==> src/rtl/tmr_fault_manager.sv <==
// TMR fault manager: per-lane mismatch counters, resync req/ack sequencing, lane retirement, fatal latch.
// Latency: counters update on the flag edge; resync_req rises one cycle after a counter reaches THRESH.
// Backpressure: none, err sampled every err_valid cycle; TMR_FAULT_DECAY_EN adds idle-time counter decay.
module tmr_fault_manager #(
    parameter int CNT_W   = 8,
    parameter int THRESH  = 4,
    parameter int TIMEOUT = 255,
    parameter int DECAY   = 1024
) (
    input  logic               clk,
    input  logic               resetn,
    input  logic               err_valid,
    input  logic [2:0]         err,
    input  logic               resync_ack,
    input  logic               fatal_clr,
    output logic [2:0]         resync_req,
    output logic               busy,
    output logic               fatal,
    output logic [2:0]         degraded,
    output logic [3*CNT_W-1:0] err_cnt
);
    typedef enum logic [1:0] {S_IDLE, S_REQ, S_FATAL} state_t;

    localparam int               TO_W    = $clog2(TIMEOUT + 1);
    localparam logic [CNT_W-1:0] CNT_MAX = {CNT_W{1'b1}};
    localparam logic [CNT_W-1:0] CNT_THR = CNT_W'(THRESH);
    localparam logic [TO_W-1:0]  TO_LAST = TO_W'(TIMEOUT - 1);

    if (THRESH < 1 || THRESH >= (2 ** CNT_W)) begin : g_bad_thresh
        $error("tmr_fault_manager: THRESH out of range");
    end
    if (TIMEOUT < 1 || DECAY < 1) begin : g_bad_timing
        $error("tmr_fault_manager: TIMEOUT and DECAY must be >= 1");
    end

    state_t           state_q, state_d;
    logic [2:0]       lane_q, lane_d;
    logic [TO_W-1:0]  to_q, to_d;
    logic [CNT_W-1:0] cnt_q [3];
    logic [CNT_W-1:0] cnt_d [3];
    logic [2:0]       deg_q, deg_d;
    logic             busy_q, busy_d;
    logic             fatal_q, fatal_d;

    logic [2:0]       eff;
    logic [2:0]       hit;
    logic [2:0]       over;
    logic [2:0]       clr;
    logic             fatal_evt;

`ifdef TMR_FAULT_DECAY_EN
    localparam int              DCT_W    = $clog2(DECAY + 1);
    localparam logic [DCT_W-1:0] DCT_LAST = DCT_W'(DECAY - 1);
    logic [DCT_W-1:0] dct_q [3];
    logic [DCT_W-1:0] dct_d [3];
`endif

    always_comb begin
        eff       = err_valid ? (err & ~deg_q) : 3'b000;
        // The lane being resynced is expected to disagree; do not charge it.
        hit       = (state_q == S_REQ) ? (eff & ~lane_q) : eff;
        fatal_evt = err_valid && ((err == 3'b111) ||
                    ((|deg_q) && ((eff[0] & eff[1]) | (eff[0] & eff[2]) | (eff[1] & eff[2]))));

        for (int i = 0; i < 3; i++) begin
            over[i]  = (cnt_q[i] >= CNT_THR);
            cnt_d[i] = (hit[i] && (cnt_q[i] != CNT_MAX)) ? cnt_q[i] + 1'b1 : cnt_q[i];
        end

`ifdef TMR_FAULT_DECAY_EN
        for (int i = 0; i < 3; i++) begin
            dct_d[i] = '0;
            if ((state_q != S_FATAL) && !hit[i]) begin
                if (dct_q[i] == DCT_LAST) begin
                    if (cnt_q[i] != '0) cnt_d[i] = cnt_q[i] - 1'b1;
                end else begin
                    dct_d[i] = dct_q[i] + 1'b1;
                end
            end
        end
`endif

        state_d = state_q;
        lane_d  = lane_q;
        to_d    = to_q;
        deg_d   = deg_q;
        clr     = 3'b000;

        if (fatal_evt) begin
            state_d = S_FATAL;
            lane_d  = 3'b000;
            to_d    = '0;
        end else begin
            case (state_q)
                S_IDLE: begin
                    if (|over) begin
                        state_d = S_REQ;
                        to_d    = '0;
                        lane_d  = over[0] ? 3'b001 : (over[1] ? 3'b010 : 3'b100);
                    end
                end
                S_REQ: begin
                    // Ack on the expiry edge still counts as a successful resync.
                    if (resync_ack || (to_q == TO_LAST)) begin
                        clr     = lane_q;
                        state_d = S_IDLE;
                        lane_d  = 3'b000;
                        to_d    = '0;
                        if (!resync_ack) deg_d = deg_q | lane_q;
                    end else begin
                        to_d = to_q + 1'b1;
                    end
                end
                S_FATAL: begin
                    if (fatal_clr) begin
                        clr     = 3'b111;
                        state_d = S_IDLE;
                    end
                end
                default: state_d = S_IDLE;
            endcase
        end

        for (int i = 0; i < 3; i++) begin
            if (clr[i]) cnt_d[i] = '0;
        end

        busy_d  = (state_d != S_IDLE);
        fatal_d = (state_d == S_FATAL);
    end

    always_ff @(posedge clk or negedge resetn) begin
        if (!resetn) begin
            state_q <= S_IDLE;
            lane_q  <= 3'b000;
            to_q    <= '0;
            deg_q   <= 3'b000;
            busy_q  <= 1'b0;
            fatal_q <= 1'b0;
            for (int i = 0; i < 3; i++) cnt_q[i] <= '0;
        end else begin
            state_q <= state_d;
            lane_q  <= lane_d;
            to_q    <= to_d;
            deg_q   <= deg_d;
            busy_q  <= busy_d;
            fatal_q <= fatal_d;
            for (int i = 0; i < 3; i++) cnt_q[i] <= cnt_d[i];
        end
    end

`ifdef TMR_FAULT_DECAY_EN
    always_ff @(posedge clk or negedge resetn) begin
        if (!resetn) begin
            for (int i = 0; i < 3; i++) dct_q[i] <= '0;
        end else begin
            for (int i = 0; i < 3; i++) dct_q[i] <= dct_d[i];
        end
    end
`endif

    assign resync_req = lane_q;
    assign busy       = busy_q;
    assign fatal      = fatal_q;
    assign degraded   = deg_q;
    assign err_cnt    = {cnt_q[2], cnt_q[1], cnt_q[0]};

endmodule

==> config.mk <==
export PLATFORM = sky130hd
export DESIGN_NAME = tmr_fault_manager
export DESIGN_NICKNAME = d
export VERILOG_FILES = /design/src/rtl/tmr_fault_manager.sv
export SDC_FILE = /design/constraint.sdc
export NUM_CORES = 1
export LEC_CHECK = 0
export BUFFER_PORTS_ARGS = -buffer_cell sky130_fd_sc_hd__clkbuf_2
export CORE_MARGIN = 8
export CORE_UTILIZATION = 57
export CTS_CLUSTER_SIZE = 25
export DETAILED_ROUTE_END_ITERATION = 8
export GPL_ROUTABILITY_DRIVEN = 1
export PLACE_DENSITY = 0.8
export SYNTH_ARGS = -nofsm -noshare
export SYNTH_HDL_FRONTEND = slang
export SYNTH_SLANG_ARGS = --single-unit
==> constraint.sdc <==
create_clock -name clk -period 2 [get_ports clk]
set_clock_uncertainty 0.05 [all_clocks]
set_input_delay 0.2 -clock clk [delete_from_list [all_inputs] [get_ports clk]]
set_output_delay 0.2 -clock clk [all_outputs]
set_load 0.03 [all_outputs]
==> flow_metrics.py, run 1 <==
metrics = {
    "floorplanning": {
        "fp.coreArea_sq_um": 4324,
        "dieHeight_um": 82.97,
        "start_util_pct": 59.11,
        "rows": 24,
        "die-area_sq_um": 6883,
        "ios": 40,
        "die_w_um": 82.97,
    },
    "clock_network": {
        "htreeDepth": 2,
        "cts_tree": "done",
        "cts.sinks": 42,
        "cts-buffers-inserted": 5,
        "path_clk_slew_ns": 0.09,
        "clock-root-buffer": "clkbuf_8",
        "clkLatencyLatePin_ns": 0.30,
        "post_cts_buffers": 0,
        "ctsLongestPathBuffers": 2,
    },
    "worst_setup_path": {
        "start_kind": "flop",
        "worst_ep_arrival_time_ns": 2.03,
        "crit_required_ns": 2.13,
        "crit_type": "reg -> reg",
        "crit_fanout": 9,
        "cp-end-kind": "flop",
    },
    "routing": {
        "vias": 2194,
        "drtAntennaViolNets": 0,
        "detail_route.wl_per_cell_um": 15.39,
        "drtPass1Iterations": 4,
        "drc": 0,
        "drt_first_iter_violations": 163,
        "wl_mm": 5.864,
        "vias_per_cell": 5.759,
    },
    "synthesis": {
        "synth_edf_count": 0,
        "ys_seq_area_share_pct": 41.12,
        "ys_ff_latch": 42,
        "synth_most_common_cell": "nor2_1",
        "yosys.cell_types.count": 52,
        "post_synth_most_frequent_cells": "46 x nor2_1, 42 x dfrtp_1, 18 x xnor2_1",
        "ys_async_sr_fraction_pct": 100.0,
        "yosys-top-cells-area": "dfrtp_1 41%, nor2_1 6.8%, xnor2_1 6.2%, ha_1 5.9%, nor4_4 3.3%",
        "postSynthNetCount": 284,
        "synth_top_area_share_pct": 41.12,
        "yosysTopAreaCell": "dfrtp_1",
        "postSynthAreaPerCell_sq_um": 9.683,
        "netlist_area_sq_um": 2556,
        "synth_cells": 264,
        "synth-main-ff-cell": "dfrtp_1",
        "yosysWarnings": 0,
    },
    "grt": {
        "grt_pass1_vias": 2203,
        "track_usage_pct": 17.13,
        "antenna_found_initial": 0,
        "grt_remaining_overflow": 0,
        "grt_first_pass_wirelength_mm": 10.15,
        "grt_max_degree": 31,
    },
    "power": {
        "peakVddDrop_mv": 0.9649,
        "p_total_mw": 4.971,
        "cellPowerDensity_nw_per_um2": 1588,
        "cellLeakagePower_nw": 1.428,
    },
    "layout": {
        "fin_nets": 348,
        "syn_to_final_growth_pct": 22.47,
        "nFillCells": 310,
        "diodes": 0,
        "final_layout_size_suffix_gt1_share_pct": 28.88,
    },
    "timing": {
        "period_needed_ns": 1.900,
        "tightest_slew_ns": 0.7585,
        "fmax_mhz": 526.5,
        "timing.slew.headroom_pct": 49.43,
        "period_share_pct": 94.98,
        "fin_hold_ws_ns": 0.2948,
        "setup_viol": 0,
        "rsz0062_at_grt": "yes",
        "slew_violations": 0,
        "fin_ws_ns": 0.1005,
        "final_hold_viol_count": 0,
    },
    "placement": {
        "port_buffers": 39,
        "dp_hpwl_mm": 4.283,
        "place_ws_ns": 0.02157,
        "gp_congestion": 0.8665,
    },
    "run": {
        "drv_cap": 0,
    },
    "run_status": {
        "status": "finished clean",
    },
    "worst_hold_path": {
        "hold_path.class": "in -> reg",
    },
}
-- metal layers --
metal	part of all wire, %	GRT usage [%]	vias to the layer above
met4	1.4	5.751	0
met3	4.0	4.688	8
met2	48	29.07	48
met5	0	0	-
li1	-	-	1072
met1	46	20.24	1066
-- placed cells by master (no fill, tap or decap), types with 4 or more instances in the layout --
cell type | synthesis | layout
nand3_1 | 16 | 15
inv_1 | 13 | 13
o21ai_0 | 9 | 9
nand4_1 | 8 | 8
or3_2 | 4 | 4
and2_1 | 6 | 6
ha_1 | 12 | 11
buf_4 | 1 | 21
clkbuf_8 | 0 | 5
nor2_1 | 46 | 46
nor2b_1 | 5 | 5
a21oi_1 | 11 | 11
nor4_4 | 4 | 4
clkbuf_2 | 0 | 39
dfrtp_1 | 42 | 42
xnor2_1 | 18 | 18
nand2_1 | 13 | 13
a31o_2 | 5 | 5
-- cell type report --
cell class | instances | area, sq um | area share (%)
clock inverter | 3 | 68.82 | 2.198
inverter | 13 | 48.80 | 1.559
multi-input combinational | 205 | 1465 | 46.80
timing repair buffer | 61 | 362.8 | 11.59
sequential | 42 | 1051 | 33.57
clock buffer | 5 | 68.82 | 2.198
tap | 52 | 65.06 | 2.078
-- worst max-delay path, cell delays in order (launching register included) --
cell and delay (ns):
dfrtp_1 0.44, nand3b_1 0.24, o21ai_0 0.31, a32o_1 0.42, buf_4 0.24, o31ai_1 0.08
-- final timing paths --
| kind | endpoint | depth (start not counted) | startpoint | slack [ns] |
|---|---|---|---|---|
| worst max register to register | to_q[0] | 5 | degraded[0] | 0.10 |
| min in group asynchronous | err_cnt[1] | 2 | resetn | 0.44 |
| worst min register to register | to_q[0] | 1 | to_q[0] | 0.51 |
| worst min-delay path | to_q[0] | 4 | resync_ack | 0.29 |
| worst max-delay path | to_q[0] | 5 | degraded[0] | 0.10 |
| max in group asynchronous | err_cnt[14] | 3 | resetn | 0.82 |
-- power by group --
part | internal (mW) | switching, mW
clock | 0.500 | 0.311
sequential | 1.13 | 0.359
combinational | 1.00 | 1.66
-- registers in the layout, summed over array words and instances, names as in the netlist --
signal	count
err_cnt	24
to_q	8
busy	1
fatal	1
state_q	2
degraded	3
resync_req	3
-- what timing repair did --
action                                  4_1_cts  5_1_grt
gates resized for setup                       0        5
hold buffers                                  1        0
hold endpoints to repair                     28        0
endpoints found under the setup margin        0       29
-- metrics by stage --
stage	utilization [%]	cell area [sq um]	TNS, ns	instances
after floorplan	-	2556	0	264
after global placement	68.20	2949	0	372
after detailed placement	68.20	2949	0	372
after CTS	71.61	3097	0	381
after global routing	72.40	3131	-0.05193	381
final	72.40	3131	0	381
-- cell families after synthesis --
logic type / share of synthesized area, %
AO/OA/AOI/OAI: 13.56
buffers and inverters: 2.888
XOR/XNOR: 7.195
flip-flops: 41.12
multiplexers: 1.175
adder cells (fa/ha/maj): 5.874
AND/OR/NAND/NOR: 28.20
No activity file was read; power rests on OpenSTA's default activity.
==> run 2, diff against run 1 <==
--- a/config.mk
+++ b/config.mk
@@ -12,6 +12,7 @@
 export DETAILED_ROUTE_END_ITERATION = 8
 export GPL_ROUTABILITY_DRIVEN = 1
 export PLACE_DENSITY = 0.8
+export REMOVE_ABC_BUFFERS = 1
 export SYNTH_ARGS = -nofsm -noshare
 export SYNTH_HDL_FRONTEND = slang
 export SYNTH_SLANG_ARGS = --single-unit
==> run 2 against run 1 <==
Effect of this change:
- total power decreased by 5.6%
- first-iteration DRC count increased by 29%
- global-route usage up 0.19 points
- clock-buffer cell count rose by 2
- wire length is 3.3% higher
- maximum frequency decreased by 0.42%
- worst setup slack worse by 0.0081 ns
- worst hold slack improved by 0.027 ns
- sequential share of layout area is 0.81 points higher
- non-clock buffer count shrank 2
- final area fell by 2.4%
- critical path depth stayed put
- critical path type unchanged
- largest cell class unchanged
- largest power group unchanged
==> flow_metrics.py, run 2 (synthesis results as in run 1) <==
metrics = {
    "run_status": {
        "status": "finished clean",
    },
    "placement": {
        "place_ws_ns": -0.01903,
        "port_buffers": 39,
        "place_inst": 370,
        "dp_hpwl_mm": 4.310,
        "gp_congestion": 0.8190,
    },
    "clock_network": {
        "cts.sinks": 42,
        "ctsLongestPathBuffers": 2,
        "cts_tree": "done",
        "path_clk_slew_ns": 0.08,
        "clkLatencyLatePin_ns": 0.30,
        "clock-root-buffer": "clkbuf_8",
        "cts-buffers-inserted": 5,
        "htreeDepth": 2,
        "post_cts_buffers": 0,
    },
    "worst_setup_path": {
        "crit_required_ns": 2.13,
        "start_kind": "flop",
        "cp-end-kind": "flop",
        "worst_ep_arrival_time_ns": 2.04,
        "crit_type": "reg -> reg",
        "crit_fanout": 6,
    },
    "timing": {
        "setup_viol": 0,
        "slew_violations": 0,
        "period_needed_ns": 1.908,
        "fin_ws_ns": 0.09242,
        "tightest_slew_ns": 0.5308,
        "timing.slew.headroom_pct": 64.61,
        "period_share_pct": 95.38,
        "fmax_mhz": 524.2,
        "rsz0062_at_grt": "no",
        "final_hold_viol_count": 0,
    },
    "routing": {
        "drt_first_iter_violations": 210,
        "vias": 2210,
        "drtAntennaViolNets": 0,
        "detail_route.wl_per_cell_um": 15.99,
        "wl_mm": 6.059,
        "vias_per_cell": 5.831,
        "drtPass1Iterations": 4,
        "drc": 0,
    },
    "grt": {
        "antenna_found_initial": 0,
        "track_usage_pct": 17.33,
        "grt_max_degree": 43,
        "grt_remaining_overflow": 0,
        "grt_pass1_vias": 2153,
        "grt_first_pass_wirelength_mm": 10.22,
    },
    "run": {
        "drv_cap": 0,
    },
    "layout": {
        "diodes": 0,
        "final_cells": 379,
        "syn_to_final_growth_pct": 19.58,
        "largest_reg_flops": 24,
        "fin_nets": 346,
        "final_common_cell": "nor2_1",
        "final_layout_size_suffix_gt1_share_pct": 28.75,
        "layout_common_cells": "46 x nor2_1, 42 x dfrtp_1, 39 x clkbuf_2",
    },
    "floorplanning": {
        "rows": 24,
        "fp.coreArea_sq_um": 4324,
        "ios": 40,
        "die_w_um": 82.97,
        "dieHeight_um": 82.97,
        "start_util_pct": 59.11,
        "die-area_sq_um": 6883,
    },
    "power": {
        "cellPowerDensity_nw_per_um2": 1535,
        "cellLeakagePower_nw": 1.388,
        "peakVddDrop_mv": 1.128,
    },
    "worst_hold_path": {
        "hold_path.class": "in -> reg",
    },
}
==> run 2: changes by cell type in the layout (fill, tap and decap cells not counted), sizes merged <==
cell    delta
buf        -2
clkbuf     +2
bufinv     -2
==> run 2: layout make-up <==
type / count / area (sq um)
well taps: 52 / 65.06
clock inverters: 1 / 5.005
repair buffers: 59 / 347.8
clock buffers: 7 / 86.33
multi-input cells: 205 / 1453
flip-flops and latches: 42 / 1051
fillers: 347 / 1267
inverters: 13 / 48.80
==> run 2: per-layer routing <==
metal	up-vias	GRT usage, %	wire length (um)
li1	1065	-	-
met1	1082	20.73	2732
met2	52	29.35	3012
met3	11	4.492	219
met4	0	5.591	95
met5	-	0	0
==> run 2: stage by stage <==
stage          area (sq um)  hold slack, ns   TNS, ns  total power, mW  utilization (%)
2_1_floorplan          2531         -0.1456         0            3.253                -
3_3_place_gp           2934          0.2515         0            4.019            67.85
3_5_place_dp           2934          0.2565  -0.02179            4.087            67.85
4_1_cts                3038          0.2961         0            4.683            70.25
5_1_grt                3057          0.3176         0            5.007            70.69
6_report               3057          0.3221         0            4.693            70.69
==> run 2: path summary, 6_finish.rpt <==
kind                             startpoint  slack [ns]  depth (start not counted)             to
worst min register to register  degraded[2]        0.51                          1    degraded[2]
min in group asynchronous            resetn        0.44                          3        to_q[2]
worst max-delay path            err_cnt[14]        0.09                          5  resync_req[0]
worst min-delay path              fatal_clr        0.32                          4     state_q[0]
worst max register to register  err_cnt[14]        0.09                          5  resync_req[0]
max in group asynchronous            resetn        1.09                          3    degraded[0]
==> run 2: worst max-delay path, cell delays in order (launching register included) <==
cell and delay [ns]:
dfrtp_1 0.47, nor4_4 0.43, nand4_4 0.22, o221ai_2 0.31, mux2i_1 0.25, nor2_1 0.06
==> run 2: power by group <==
| group | total [mW] | internal (mW) | leakage [nW] | switching [mW] |
|---|---|---|---|---|
| combinational | 2.63 | 0.981 | 0.788 | 1.65 |
| sequential | 1.49 | 1.13 | 0.551 | 0.355 |
| clock | 0.576 | 0.279 | 0.0482 | 0.297 |
| total | 4.69 | 2.39 | 1.39 | 2.30 |
==> run 2: what timing repair did <==
item	CTS	global route
hold buffers	1	0
pin swaps	0	2
setup endpoints to repair	5	31
endpoints found under the hold margin	42	0
resized for setup	2	4
